[config.mk]
export PLATFORM = sky130hd
export DESIGN_NAME = branch_pc_unit
export DESIGN_NICKNAME = d
export VERILOG_FILES = /design/src/rtl/riscv_pkg.sv /design/src/rtl/branch_cmp.sv /design/src/rtl/branch_pc_unit.sv
export SDC_FILE = /design/constraint.sdc
export NUM_CORES = 1
export LEC_CHECK = 0
export ABC_AREA = 1
export CAP_MARGIN = 20
export CORE_MARGIN = 4
export CORE_UTILIZATION = 48
export CTS_BUF_LIST = sky130_fd_sc_hd__clkbuf_2
export CTS_CLUSTER_DIAMETER = 100
export CTS_CLUSTER_SIZE = 20
export DETAILED_ROUTE_END_ITERATION = 8
export PLACE_DENSITY = 0.8
export SLEW_MARGIN = 20
export SYNTH_ARGS = -nofsm -noshare
export SYNTH_HDL_FRONTEND = slang
export SYNTH_SLANG_ARGS = --single-unit
[constraint.sdc]
create_clock -name clk -period 2.7 [get_ports clk]
set_clock_uncertainty 0.2 [all_clocks]
set_input_delay 0.54 -clock clk [delete_from_list [all_inputs] [get_ports clk]]
set_output_delay 0.54 -clock clk [all_outputs]
set_load 0.05 [all_outputs]
[src/rtl/riscv_pkg.sv]
// Shared RV32 control-transfer definitions: opcodes, branch funct3 codes
// and the PC-unit state encoding.
package riscv_pkg;

    localparam logic [6:0] OP_BRANCH = 7'b1100011;
    localparam logic [6:0] OP_JAL    = 7'b1101111;
    localparam logic [6:0] OP_JALR   = 7'b1100111;

    localparam logic [2:0] F3_BEQ  = 3'b000;
    localparam logic [2:0] F3_BNE  = 3'b001;
    localparam logic [2:0] F3_RSV2 = 3'b010;
    localparam logic [2:0] F3_RSV3 = 3'b011;
    localparam logic [2:0] F3_BLT  = 3'b100;
    localparam logic [2:0] F3_BGE  = 3'b101;
    localparam logic [2:0] F3_BLTU = 3'b110;
    localparam logic [2:0] F3_BGEU = 3'b111;

    typedef logic [0:0] state_t;
    localparam state_t RUN  = 1'b0;
    localparam state_t TRAP = 1'b1;

endpackage

[src/rtl/branch_cmp.sv]
// B-type condition evaluator: decides taken/illegal from funct3 and the two
// register operands. Purely combinational.
module branch_cmp
    import riscv_pkg::*;
#(
    parameter int XLEN = 32
) (
    input  logic [2:0]      funct3,
    input  logic [XLEN-1:0] a,
    input  logic [XLEN-1:0] b,
    output logic            taken,
    output logic            illegal
);

    logic eq;
    logic lt_s;
    logic lt_u;

    assign eq   = (a == b);
    assign lt_s = ($signed(a) < $signed(b));
    assign lt_u = (a < b);

    always_comb begin
        taken   = 1'b0;
        illegal = 1'b0;
        case (funct3)
            F3_BEQ:  taken = eq;
            F3_BNE:  taken = ~eq;
            F3_BLT:  taken = lt_s;
            F3_BGE:  taken = ~lt_s;
            F3_BLTU: taken = lt_u;
            F3_BGEU: taken = ~lt_u;
            default: illegal = 1'b1;
        endcase
    end

endmodule

[src/rtl/branch_pc_unit.sv]
// PC register and control-transfer resolution (B-type, JAL, JALR) with stall
// and misaligned-target trap handshake. BRANCH_STATS_EN adds branch counters.
//
// state | meaning
// RUN   | PC advances every unstalled cycle; misaligned taken target -> TRAP
// TRAP  | misaligned_trap high, PC frozen, stall ignored; trap_ack -> trap_vector
module branch_pc_unit
    import riscv_pkg::*;
#(
    parameter int              XLEN     = 32,
    parameter logic [XLEN-1:0] RESET_PC = '0
`ifdef BRANCH_STATS_EN
    ,
    parameter int              STAT_W   = 32
`endif
) (
    input  logic              clk,
    input  logic              reset,
    input  logic              stall,
    input  logic [31:0]       instruction,
    input  logic [XLEN-1:0]   rs1_data,
    input  logic [XLEN-1:0]   rs2_data,
    input  logic              trap_ack,
    input  logic [XLEN-1:0]   trap_vector,
    output logic [XLEN-1:0]   pc,
    output logic [XLEN-1:0]   link_addr,
    output logic              branch_taken,
    output logic              misaligned_trap,
    output logic [XLEN-1:0]   trap_pc,
    output logic              illegal_branch
`ifdef BRANCH_STATS_EN
    ,
    output logic [STAT_W-1:0] branch_count,
    output logic [STAT_W-1:0] taken_count
`endif
);

    state_t          state;
    logic [6:0]      opcode;
    logic [2:0]      funct3;
    logic            is_branch;
    logic            is_jal;
    logic            is_jalr;
    logic [XLEN-1:0] imm_b;
    logic [XLEN-1:0] imm_j;
    logic [XLEN-1:0] imm_i;
    logic [XLEN-1:0] pc_plus4;
    logic [XLEN-1:0] jalr_sum;
    logic [XLEN-1:0] target;
    logic            redirect;
    logic            misaligned;
    logic            cmp_taken;
    logic            cmp_illegal;

    assign opcode    = instruction[6:0];
    assign funct3    = instruction[14:12];
    assign is_branch = (opcode == OP_BRANCH);
    assign is_jal    = (opcode == OP_JAL);
    assign is_jalr   = (opcode == OP_JALR);

    assign imm_b = {{(XLEN-13){instruction[31]}}, instruction[31], instruction[7],
                    instruction[30:25], instruction[11:8], 1'b0};
    assign imm_j = {{(XLEN-21){instruction[31]}}, instruction[31], instruction[19:12],
                    instruction[20], instruction[30:21], 1'b0};
    assign imm_i = {{(XLEN-12){instruction[31]}}, instruction[31:20]};

    branch_cmp #(.XLEN(XLEN)) u_cmp (
        .funct3  (funct3),
        .a       (rs1_data),
        .b       (rs2_data),
        .taken   (cmp_taken),
        .illegal (cmp_illegal)
    );

    assign pc_plus4  = pc + XLEN'(4);
    assign jalr_sum  = rs1_data + imm_i;
    assign link_addr = pc_plus4;

    always_comb begin
        redirect = 1'b0;
        target   = pc + imm_b;
        if (is_jal) begin
            redirect = 1'b1;
            target   = pc + imm_j;
        end else if (is_jalr) begin
            redirect = 1'b1;
            target   = {jalr_sum[XLEN-1:1], 1'b0};
        end else if (is_branch) begin
            redirect = cmp_taken;
        end
    end

    // A misaligned target never redirects; it diverts into TRAP instead.
    assign misaligned      = redirect & (target[1:0] != 2'b00);
    assign branch_taken    = (state == RUN) & redirect & ~misaligned;
    assign illegal_branch  = is_branch & cmp_illegal;
    assign misaligned_trap = (state == TRAP);

    always_ff @(posedge clk) begin
        if (!reset) begin
            pc      <= RESET_PC;
            state   <= RUN;
            trap_pc <= '0;
        end else begin
            case (state)
                RUN: begin
                    if (!stall) begin
                        if (misaligned) begin
                            state   <= TRAP;
                            trap_pc <= pc;
                        end else begin
                            pc <= branch_taken ? target : pc_plus4;
                        end
                    end
                end
                TRAP: begin
                    if (trap_ack) begin
                        pc    <= trap_vector;
                        state <= RUN;
                    end
                end
                default: state <= RUN;
            endcase
        end
    end

`ifdef BRANCH_STATS_EN
    logic count_en;

    assign count_en = (state == RUN) & ~stall & is_branch & ~cmp_illegal;

    always_ff @(posedge clk) begin
        if (!reset) begin
            branch_count <= '0;
            taken_count  <= '0;
        end else if (count_en) begin
            if (~&branch_count) branch_count <= branch_count + STAT_W'(1);
            if (branch_taken && ~&taken_count) taken_count <= taken_count + STAT_W'(1);
        end
    end
`endif

endmodule

==> results of run 1 <==
kinds of logic after synthesis:
logic type | share of synthesized area [%]
simple gates | 40.38
compound gates | 18.80
fa+ha+maj | 13.46
xor+xnor | 4.409
buf+inv | 10.32
flops | 12.63
metal layers:
metal | track usage, % | overflow
met5 | 38.92 | 0
met4 | 70.65 | 2
met3 | 65.19 | 0
met2 | 89.68 | 4
met1 | 72.99 | 0
Yosys cell counts (21+ instances only):
cell type / number / area, sq um
nor2_1: 202 / 758.2
nand3_1: 176 / 880.8
xor2_1: 39 / 341.6
or2_2: 21 / 131.4
nand2_1: 476 / 1787
inv_1: 214 / 803.3
dfxtp_1: 65 / 1301
ha_1: 106 / 1326
clkbuf_1: 23 / 86.33
nand4_1: 36 / 225.2
a21oi_1: 197 / 986.0
o21ai_0: 123 / 615.6
nor3_1: 22 / 110.1
timing repair:
item,in CTS
pin swaps,120
buffers inserted,47
gates cloned,9
resized for setup,638
setup endpoints to repair,111
metrics by stage:
stage / instances / utilization [%] / setup TNS (ps) / hold WS [ps] / worst slack (ps)
2_1_floorplan: 1823 / - / -5840 / 375.1 / -351.8
3_3_place_gp: 2663 / 77.34 / -59920 / 291.3 / -998.0
3_5_place_dp: 2663 / 77.34 / -69780 / 310.7 / -1145
4_1_cts: 2734 / 86.42 / -37380 / 323.0 / -948.0
==> metrics.txt, run 1 <==
Post-DP HPWL 41.50 mm; Synth Net Count 2064; mean post-synth cell area 5.651 sq um; Buffers on Ports 230; Ports 231; largest net degree at the start of global routing 41; Yosys reg bits 65; last stage reached global routing; EDFF count, synth 0; Site Rows 53; CTS buffer count 9; mapped cell area 10300 sq um; total congestion overflow 6; root buffer cell clkbuf_2; DP Area 16310 sq um; Synth cell types 46; Final GP Congestion 1.067; Die Width 154.5 microns; # clock sinks 65; Synth Warn # 0; all-layer global routing usage 74.77%; post-synthesis sequential area ratio 12.63%; Die Ht 154.5 microns; ys async rst share 0%; H-Tree Depth 3; status aborted with a tool error; clk buf depth 2; # hold bufs at CTS 0; Synth Instances 1823; Err [ERROR GRT-0232] Routing congestion too high. Check the congestion heatmap in the GUI.; Initial Utilization 48.85%; Top FF cell, synth dfxtp_1
==> run 2: changes to the inputs <==
Settings changed: CORE_UTILIZATION 48 to 40, CTS_BUF_LIST sky130_fd_sc_hd__clkbuf_2 to unset, CTS_CLUSTER_DIAMETER 100 to unset, CTS_CLUSTER_SIZE 20 to unset, PLACE_DENSITY 0.8 to unset, PLACE_DENSITY_LB_ADDON set to 0.15.
Clock period 2.7 ns to 3.51 ns, I/O delays scaled along.
==> run 2 against run 1 <==
The flow now finishes, with violations (setup timing). Synthesized area did not move. Synthesized cell count unchanged.
==> metrics.txt, run 2 <==
status finished, violations left (was aborted with a tool error); failing checks setup timing; VDD IR-drop max 0.3124 mV; worst min-delay path startpoint pc[11]; Die Ht 168.5 microns (was 154.5 microns); WHS Endpoint trap_pc[11]; mean post-synth cell area 5.651 sq um (unchanged); Synth cell types 46 (unchanged); Psw 1.607 mW; final number of setup-violating endpoints 1; Clk Latency, worst-skew pair 340 ps; worst reg2reg path startpoint pc[1]; period utilization 100.8%; Critical Path End Type output port; clk buf depth 2 (unchanged); Filler cells 2341; most frequent cells in the layout 421 x nand2_1, 298 x buf_4, 188 x nor2_1; post-synthesis sequential area ratio 12.63% (unchanged); Leak 8.206 nW; Synth Instances 1823 (unchanged); Clock power frac 26.0%; Top Metal Used met4; Compound-Gate Fraction of Synth Area 18.80% (unchanged); DRC viols 0; Period minus WS final 3538 ps; Worst Hold Class reg -> reg; # hold bufs at CTS 0 (unchanged); mapped cell area 10300 sq um (unchanged); Top FF cell, synth dfxtp_1 (unchanged); Multi-input gate area 9010 sq um; root buffer cell clkbuf_16 (was clkbuf_2); RR Endpoint pc[13]; Logic pwr share 54.1%; final net count 2554; hold path cells 2; Met1 Wirelength 21.16 mm; CP Class in -> out; Design Area, Final 16540 sq um; Site Rows 58 (was 53); synthesized-area fraction occupied by and/or/nand/nor cells 40.38% (unchanged); # clock sinks 65 (unchanged); placed cells 2612 (was 2663); final std cells w/o fill 2648; Synth area leader nand2_1 (unchanged); reg2reg path depth 16; Ports 231 (unchanged); most common cell after layout, fill and taps aside nand2_1; Area Overhead vs Synth 60.52%; number of global-route vias before repair 13570; die area 28390 sq um; largest net degree at the start of global routing 51; r2r setup slk 360 ps; critical path required time 2610 ps; Final GP Congestion 1.016 (was 1.067); Synth Net Count 2064 (unchanged); Worst-path clk slew 60 ps; DP Area 15210 sq um (was 16310 sq um); Vias 14280; total congestion overflow 0; all-layer global routing usage 32.32%; Worst-Margin Slew 990.8 ps; Initial DRC Count 1339; drt pass-1 iters 5; RSZ-0062 raised after global routing true; CP arrival 2640 ps; fmax 282.6 MHz; met2 routed WL 22.53 mm; top-count cell post-synth nand2_1 (unchanged); Yosys reg bits 65 (unchanged); Post-Synth XOR/XNOR Area 4.409% (unchanged); layout cells sized above 1 25.97%; ANT nets after route 0; dominant cells by area after synthesis nand2_1 17%, ha_1 13%, dfxtp_1 13% (unchanged); ys async rst share 0% (unchanged); initial antenna violation count 0; final worst slack -28.43 ps; WL met3 4.051 mm; core area 25250 sq um; Reg area 1314 sq um; crit path max fanout 2; n_diodes 0; Synth Warn # 0 (unchanged); Fin. Hold Viols 0; first-pass GRT wire length 74.12 mm; Die Width 168.5 microns (was 154.5 microns); Initial Utilization 40.79% (was 48.85%); largest family of logic cells by synthesized area simple AND/OR/NAND/NOR gates (unchanged); H-Tree Depth 3 (unchanged); Post-DP HPWL 39.13 mm (was 41.50 mm); MaxCap Viol Count 0; Power Internal 2.300 mW; CTS buffer count 9 (unchanged); Slew Viols, Final 0; mux share of post-synthesis cell area 0% (unchanged); Routed wire per std cell 18.41 microns; area share of the largest cell type after synthesis 17.34% (unchanged); Vias/cell 5.393; Sw Ratio 41.13%; total routed wirelength 48.74 mm; Post-synth top cells 476 x nand2_1, 214 x inv_1, 202 x nor2_1 (unchanged); sequential fraction of design power 19.9%; Buffers on Ports 230 (unchanged); pwr dens 236.3 nW/um^2; Power Total 3.907 mW; Worst slew margin 33.87%; synthesized-area fraction occupied by adder cells 13.46% (unchanged); startpoint types input port; EDFF count, synth 0 (unchanged); TritonCTS clock tree done
==> run 2: cell counts after synthesis <==
No cell type changed its count.
==> run 2: logic make-up (layout without fill, tap and decap cells) <==
logic type,after synthesis,in the layout
fa+ha+maj,109,109
flops,65,65
compound gates,365,365
simple gates,965,965
xor+xnor,51,51
buf+inv,268,763
==> run 2: worst max path at each step <==
| stage | slack (ps) | to | startpoint |
|---|---|---|---|
| after global placement | -560 | branch_taken | rs2_data[27] |
| after global routing | -100 | branch_taken | rs2_data[5] |
| final | -30 | branch_taken | instruction[21] |
| after floorplan | -100 | link_addr[29] | pc[2] |
| after detailed placement | -600 | trap_pc[12] | rs2_data[27] |
| after CTS | -130 | link_addr[26] | pc[2] |
==> run 2: final cells by class <==
type	instances	share of cell area, %
tap	330	2.497
clock inverter	7	0.6053
inverter	217	4.986
sequential	65	7.944
timing repair buffer	529	28.08
timing repair inverter	1	0.04540
clock buffer	9	1.362
multi-input combinational	1490	54.48
==> run 2: through the flow <==
step	hold slack (ps)	worst slack, ps	utilization, %	setup TNS (ps)
floorplan	415.5	-103.0	-	-113.0
global placement	286.5	-562.6	60.21	-31640
detailed placement	296.4	-598.7	60.21	-35280
CTS	304.6	-129.8	63.03	-404.5
global route	356.6	-104.0	65.48	-462.9
finish	309.3	-28.43	65.48	-28.43
==> run 2: metal layers <==
| metal | vias up | global-route usage, % |
|---|---|---|
| met2 | 626 | 52.99 |
| met3 | 67 | 4.764 |
| met1 | 6549 | 45.20 |
| met4 | 0 | 7.022 |
| met5 | - | 0 |
| li1 | 7038 | - |
==> run 2: what timing repair did <==
| action | CTS | global route |
|---|---|---|
| endpoints found under the setup margin | 74 | 74 |
| pin swaps | 72 | 73 |
| buffers inserted | 7 | 14 |
| resized for setup | 172 | 199 |
| gates cloned | 0 | 2 |
==> run 2: power by group through the flow <==
| stage | logic [mW] | registers, mW | clock network, mW |
|---|---|---|---|
| global placement | 1.90 | 0.792 | 0 |
| detailed placement | 1.91 | 0.792 | 0 |
| global route | 2.29 | 0.779 | 1.04 |
| CTS | 1.96 | 0.776 | 1.01 |
| finish | 2.12 | 0.777 | 1.01 |
| floorplan | 0.905 | 0.864 | 0 |
==> run 2: critical path, stage by stage <==
cell	delay (ps)
dlygate4sd2_1	260
buf_4	150
fa_1	520
or2_4	280
o311ai_2	80
buf_4	180
inv_1	60
nor2_4	130
nand2_4	70
inv_4	70
buf_12	130
(Power assumes the default switching activity.)
==> run 3: changes to the inputs <==
Settings changed: MAX_ROUTING_LAYER set to met4.
==> run 3 against run 2 <==
The run now ends clean. Final cell count rose by 0.30%. Fmax rose by 1.4%. Hold slack improved by 11 ps. Highest routed layer unchanged. Non-clock buffer count rose by 9. Largest power group unchanged. Critical endpoint unchanged. Clock power barely moved. Sequential share of layout area rose by 0.089 points. Register-to-register slack got worse by 110 ps.
==> metrics.txt, run 3 (synthesized netlist as in run 2, its figures left out) <==
Site Rows 58 (unchanged); # hold bufs at CTS 0 (unchanged); layout cells sized above 1 26.53% (was 25.97%); Area Overhead vs Synth 59.66% (was 60.52%); Multi-input gate area 8920 sq um (was 9010 sq um); Design Area, Final 16450 sq um (was 16540 sq um); final net count 2562 (was 2554); critical path required time 2610 ps (about the same); Reg area 1321 sq um (was 1314 sq um); CP arrival 2590 ps (was 2640 ps); Routed wire per std cell 18.20 microns (was 18.41 microns); most common cell after layout, fill and taps aside nand2_1 (unchanged); status complete, no violations (was finished, violations left); period utilization 99.42% (was 100.8%); crit path max fanout 6 (was 2); RSZ-0062 raised after global routing true (unchanged); total congestion overflow 0 (unchanged); Logic pwr share 54.0% (was 54.1%); initial antenna violation count 0 (unchanged); CP Class in -> out (unchanged); H-Tree Depth 3 (unchanged); Slew Viols, Final 0 (unchanged); CTS buffer count 9 (unchanged); Worst slew margin 38.48% (was 33.87%); Clk Latency, worst-skew pair 330 ps (was 340 ps); all-layer global routing usage 33.26% (was 32.32%); met2 usage 52.62% (was 52.99%); total routed wirelength 48.34 mm (was 48.74 mm); n_diodes 0 (unchanged); Critical Path End Type output port (unchanged); grt met1 use 45.10% (was 45.20%); sequential fraction of design power 20.2% (was 19.9%); GRT met3 Usage 4.274% (was 4.764%); grt peak-use layer met2 (unchanged); Die Width 168.5 microns (unchanged); Vias 14403 (was 14280); Worst-path clk slew 60 ps (about the same); fmax 286.6 MHz (was 282.6 MHz); Vias/cell 5.423 (was 5.393); Die Ht 168.5 microns (unchanged); Crit-path slowest cell ha_4 (was fa_1); core area 25250 sq um (unchanged); final number of setup-violating endpoints 0 (was 1); Power Internal 2.305 mW (was 2.300 mW); Period minus WS final 3490 ps (was 3538 ps); Leak 8.159 nW (was 8.206 nW); MaxCap Viol Count 0 (unchanged); Buffers on Ports 230 (unchanged); Initial DRC Count 1078 (was 1339); Filler cells 2390 (was 2341); Post-Place Worst Slack -636.9 ps (was -598.7 ps); Power Total 3.896 mW (was 3.907 mW); die area 28390 sq um (unchanged); Sw Ratio 40.83% (was 41.13%); Initial Utilization 40.79% (unchanged); Hold Slack 320.0 ps (was 309.3 ps); VDD IR-drop max 0.3038 mV (was 0.3124 mV); Psw 1.591 mW (was 1.607 mW); Fin. Hold Viols 0 (unchanged); first-pass GRT wire length 74.19 mm (was 74.12 mm); Worst Hold Class reg -> reg (unchanged); DP Area 15200 sq um (was 15210 sq um); TritonCTS clock tree done (unchanged); ANT nets after route 0 (unchanged); number of global-route vias before repair 13664 (was 13570); final worst slack 20.42 ps (was -28.43 ps); largest net degree at the start of global routing 51 (unchanged); Post-DP HPWL 39.10 mm (was 39.13 mm); # clock sinks 65 (unchanged); most frequent cells in the layout 429 x nand2_1, 309 x buf_4, 185 x nor2_1 (was 421 x nand2_1, 298 x buf_4, 188 x nor2_1); drt pass-1 iters 6 (was 5); Clock power frac 25.8% (was 26.0%); clk buf depth 2 (unchanged); Worst-Margin Slew 921.8 ps (was 990.8 ps); Ports 231 (unchanged); DRC viols 0 (unchanged); Final GP Congestion 0.9886 (was 1.016); Core Util, Final 65.13% (was 65.48%); largest stage delay on the critical path 270 ps (was 520 ps); root buffer cell clkbuf_16 (unchanged); startpoint types input port (unchanged); pwr dens 236.8 nW/um^2 (was 236.3 nW/um^2); critical path, cell by cell clkdlybuf4s15_1 -> ha_4 -> nand2_1 -> nand2_1 -> nand3_1 -> nand2_1 -> a21oi_2 -> nand2_2 -> nand2_4 -> nand3_1 -> nand3_2 -> nand3_2 -> nand2_2 -> nand2_4 -> nand2_4 -> inv_4 -> buf_12 (was dlygate4sd2_1 -> buf_4 -> fa_1 -> or2_4 -> o311ai_2 -> buf_4 -> inv_1 -> nor2_4 -> nand2_4 -> inv_4 -> buf_12)
-- run 3: cell count changes in the layout (fill, tap and decap cells not counted), sizes merged --
cell	change
buf	+22
clkbuf	-7
clkdlybuf4s15	+8
clkdlybuf4s50	+1
clkinvlp	-2
dlygate4sd2	-11
dlymetal6s2s	-4
inv	+1
-- run 3: area by class of cell --
cell class	count	share of cell area, %
Multi-Input combinational cell	1490	54.23
Timing Repair Buffer	538	28.26
Sequential cell	65	8.033
Inverter	217	4.990
Tap cell	330	2.510
Clock buffer	9	1.369
Clock inverter	7	0.6085
-- run 3: per-layer routing --
layer | share of wire [%] | up-vias
met5 | 0 | -
met4 | 3.0 | 0
met3 | 8.3 | 93
met2 | 45 | 656
met1 | 44 | 6594
li1 | - | 7060
-- run 3: final timing paths --
check                                  from           end  slack, ps  depth (start not counted)
worst max-delay path            rs1_data[9]  branch_taken         20                         17
worst min-delay path            trap_pc[27]   trap_pc[27]        320                          2
worst max register to register        pc[3]        pc[12]        250                         21
worst min register to register  trap_pc[27]   trap_pc[27]        320                          2
-- run 3: per-stage QoR --
step / instances / setup TNS [ps]
after floorplan: 1823 / -113.0
after global placement: 2615 / -30430
after detailed placement: 2615 / -33850
after CTS: 2646 / -50.91
after global routing: 2656 / -210.7
final: 2656 / 0
-- run 3: what timing repair did --
action | in CTS | in global routing
pin swaps | 74 | 82
endpoints found under the setup margin | 76 | 31
setup buffers | 15 | 10
gates resized for setup | 214 | 182
-- run 3: power by group through the flow --
stage | clock, mW | sequential (mW) | combinational [mW]
detailed placement | 0 | 0.801 | 1.90
global placement | 0 | 0.801 | 1.89
floorplan | 0 | 0.864 | 0.905
global route | 1.05 | 0.787 | 2.27
finish | 1.01 | 0.786 | 2.10
CTS | 1.01 | 0.784 | 1.96
-- run 3: critical path, delay by kind of cell --
kind / cells / cell delay (ps)
simple gates: 12 / 1040
fa+ha+maj: 1 / 270
buf+inv: 3 / 420
compound gates: 1 / 140
==> run 4: changes to the inputs <==
Settings changed: CTS_CLUSTER_DIAMETER set to 40, SKIP_LAST_GASP set to 1.
==> run 4 against run 3 <==
Combinational power about the same. Wire length is 0.12% lower. Flip-flop and latch count is the same. Fmax is essentially flat. First-iteration DRC count is 2.8% higher. Clock power is essentially flat. Sequential power about the same. Global-route usage stayed put. Worst setup slack hardly changed. Core utilization about the same. Hold slack better by 1.4 ps. Highest routed layer unchanged.
==> metrics.txt, run 4 (synthesized netlist as in run 2, its figures left out) <==
Post-DP HPWL 39.10 mm (unchanged); largest net degree at the start of global routing 51 (unchanged); Final GP Congestion 0.9886 (unchanged); critical path, cell by cell clkdlybuf4s15_1 -> ha_4 -> nand2_1 -> nand2_1 -> nand3_1 -> nand2_1 -> a21oi_2 -> nand2_2 -> nand2_4 -> nand3_1 -> nand3_2 -> nand3_2 -> nand2_2 -> nand2_4 -> nand2_4 -> inv_4 -> buf_12 (unchanged); Clk Latency, worst-skew pair 330 ps (about the same); Period minus WS final 3490 ps (about the same); CP Class in -> out (unchanged); Worst-path clk slew 60 ps (about the same); total routed wirelength 48.29 mm (was 48.34 mm); RSZ-0062 raised after global routing true (unchanged); Worst Hold Class reg -> reg (unchanged); drt pass-1 iters 5 (was 6); Worst-Margin Slew 915.2 ps (was 921.8 ps); most common cell after layout, fill and taps aside nand2_1 (unchanged); crit path max fanout 6 (unchanged); Vias 14364 (was 14403); Die Width 168.5 microns (unchanged); total congestion overflow 0 (unchanged); Slew Viols, Final 0 (unchanged); H-Tree Depth 3 (unchanged); period utilization 99.42% (about the same); MaxCap Viol Count 0 (unchanged); initial antenna violation count 1 (was 0); layout cells sized above 1 26.40% (was 26.53%); CP arrival 2590 ps (about the same); final number of setup-violating endpoints 0 (unchanged); status complete, no violations (unchanged); # clock sinks 65 (unchanged); Initial DRC Count 1108 (was 1078); placed cells 2615 (unchanged); Die Ht 168.5 microns (unchanged); fmax 286.6 MHz (about the same); final net count 2562 (unchanged); Ports 231 (unchanged); die area 28390 sq um (unchanged); Initial Utilization 40.79% (unchanged); Worst slew margin 38.92% (was 38.48%); startpoint types input port (unchanged); Crit-path slowest cell ha_4 (unchanged); number of global-route vias before repair 13668 (was 13664); CP bufs+invs 3 (unchanged); Core Util, Final 65.08% (was 65.13%); first-pass GRT wire length 74.20 mm (was 74.19 mm); Vias/cell 5.406 (was 5.423); pwr dens 237.1 nW/um^2 (was 236.8 nW/um^2); Site Rows 58 (unchanged); CTS buffer count 9 (unchanged); core area 25250 sq um (unchanged); most frequent cells in the layout 430 x nand2_1, 309 x buf_4, 186 x nor2_1 (was 429 x nand2_1, 309 x buf_4, 185 x nor2_1); Fin. Hold Viols 0 (unchanged); Buffers on Ports 230 (unchanged); final std cells w/o fill 2657 (was 2656); ANT nets after route 0 (unchanged); TritonCTS clock tree done (unchanged); largest stage delay on the critical path 270 ps (about the same); VDD IR-drop max 0.3102 mV (was 0.3038 mV); all-layer global routing usage 33.26% (unchanged); Leak 8.159 nW (about the same); Critical Path End Type output port (unchanged); DRC viols 0 (unchanged); clk buf depth 2 (unchanged); delay-heaviest family, CP simple AND/OR/NAND/NOR gates (unchanged); Routed wire per std cell 18.17 microns (was 18.20 microns); critical path required time 2610 ps (about the same); Area Overhead vs Synth 59.53% (was 59.66%); root buffer cell clkbuf_16 (unchanged)
run 4: cell type report:
type	count	area [sq um]
repair buffers	538	4642
clock buffers	9	225.2
fillers	2388	8818
multi-input cells	1490	8911
well taps	330	412.9
flip-flops and latches	65	1321
diodes	1	2.502
inverters	217	820.8
clock inverters	7	100.1
run 4: what timing repair did:
item,CTS,global route
pin swaps,74,82
setup buffers,15,10
gates resized for setup,212,180
hold buffers,0,0
setup endpoints to repair,76,31
run 4: final timing paths:
kind / start / end / slack, ps / depth (start not counted)
setup / recovery: rs1_data[9] / branch_taken / 20 / 17
hold / removal: trap_pc[27] / trap_pc[27] / 320 / 2
hold reg to reg: trap_pc[27] / trap_pc[27] / 320 / 2
setup reg to reg: pc[3] / pc[26] / 260 / 19
run 4: layer usage:
metal	vias to the layer above	track usage, %	wire length, microns
met5	-	-	0
met2	647	52.62	21650
li1	7058	-	-
met3	94	4.274	4072
met4	0	8.680	1450
met1	6565	45.10	21110
run 4: power by group:
group          switching, mW  internal, mW
logic                   1.18         0.917
registers             0.0287         0.758
clock network          0.379         0.630
run 4: through the flow:
step	worst slack, ps	power (mW)	TNS (ps)	cell area, sq um	hold slack, ps
2_1_floorplan	-103.0	1.768	-113.0	10430	415.5
3_3_place_gp	-565.8	2.691	-30430	15200	291.2
3_5_place_dp	-636.9	2.701	-33850	15200	298.0
4_1_cts	-26.63	3.759	-52.20	15980	323.6
5_1_grt	-63.63	4.102	-299.4	16440	356.9
6_report	20.38	3.896	0	16440	321.4
run 4: worst reg2reg max path, stage by stage (launching register included):
cell and delay (ps):
dfxtp_4 350, buf_4 140, buf_4 130, buf_4 140
ha_1 310, nand3_1 100, nand2_1 90, a21boi_0 90
buf_4 170, buf_4 140, o21ai_0 310, nand4_1 200
nand3_1 110, nand2_1 50, nand3_1 80, nand2_1 120
nand3_1 110, nand3_1 90, nand2_1 100, a21oi_1 70
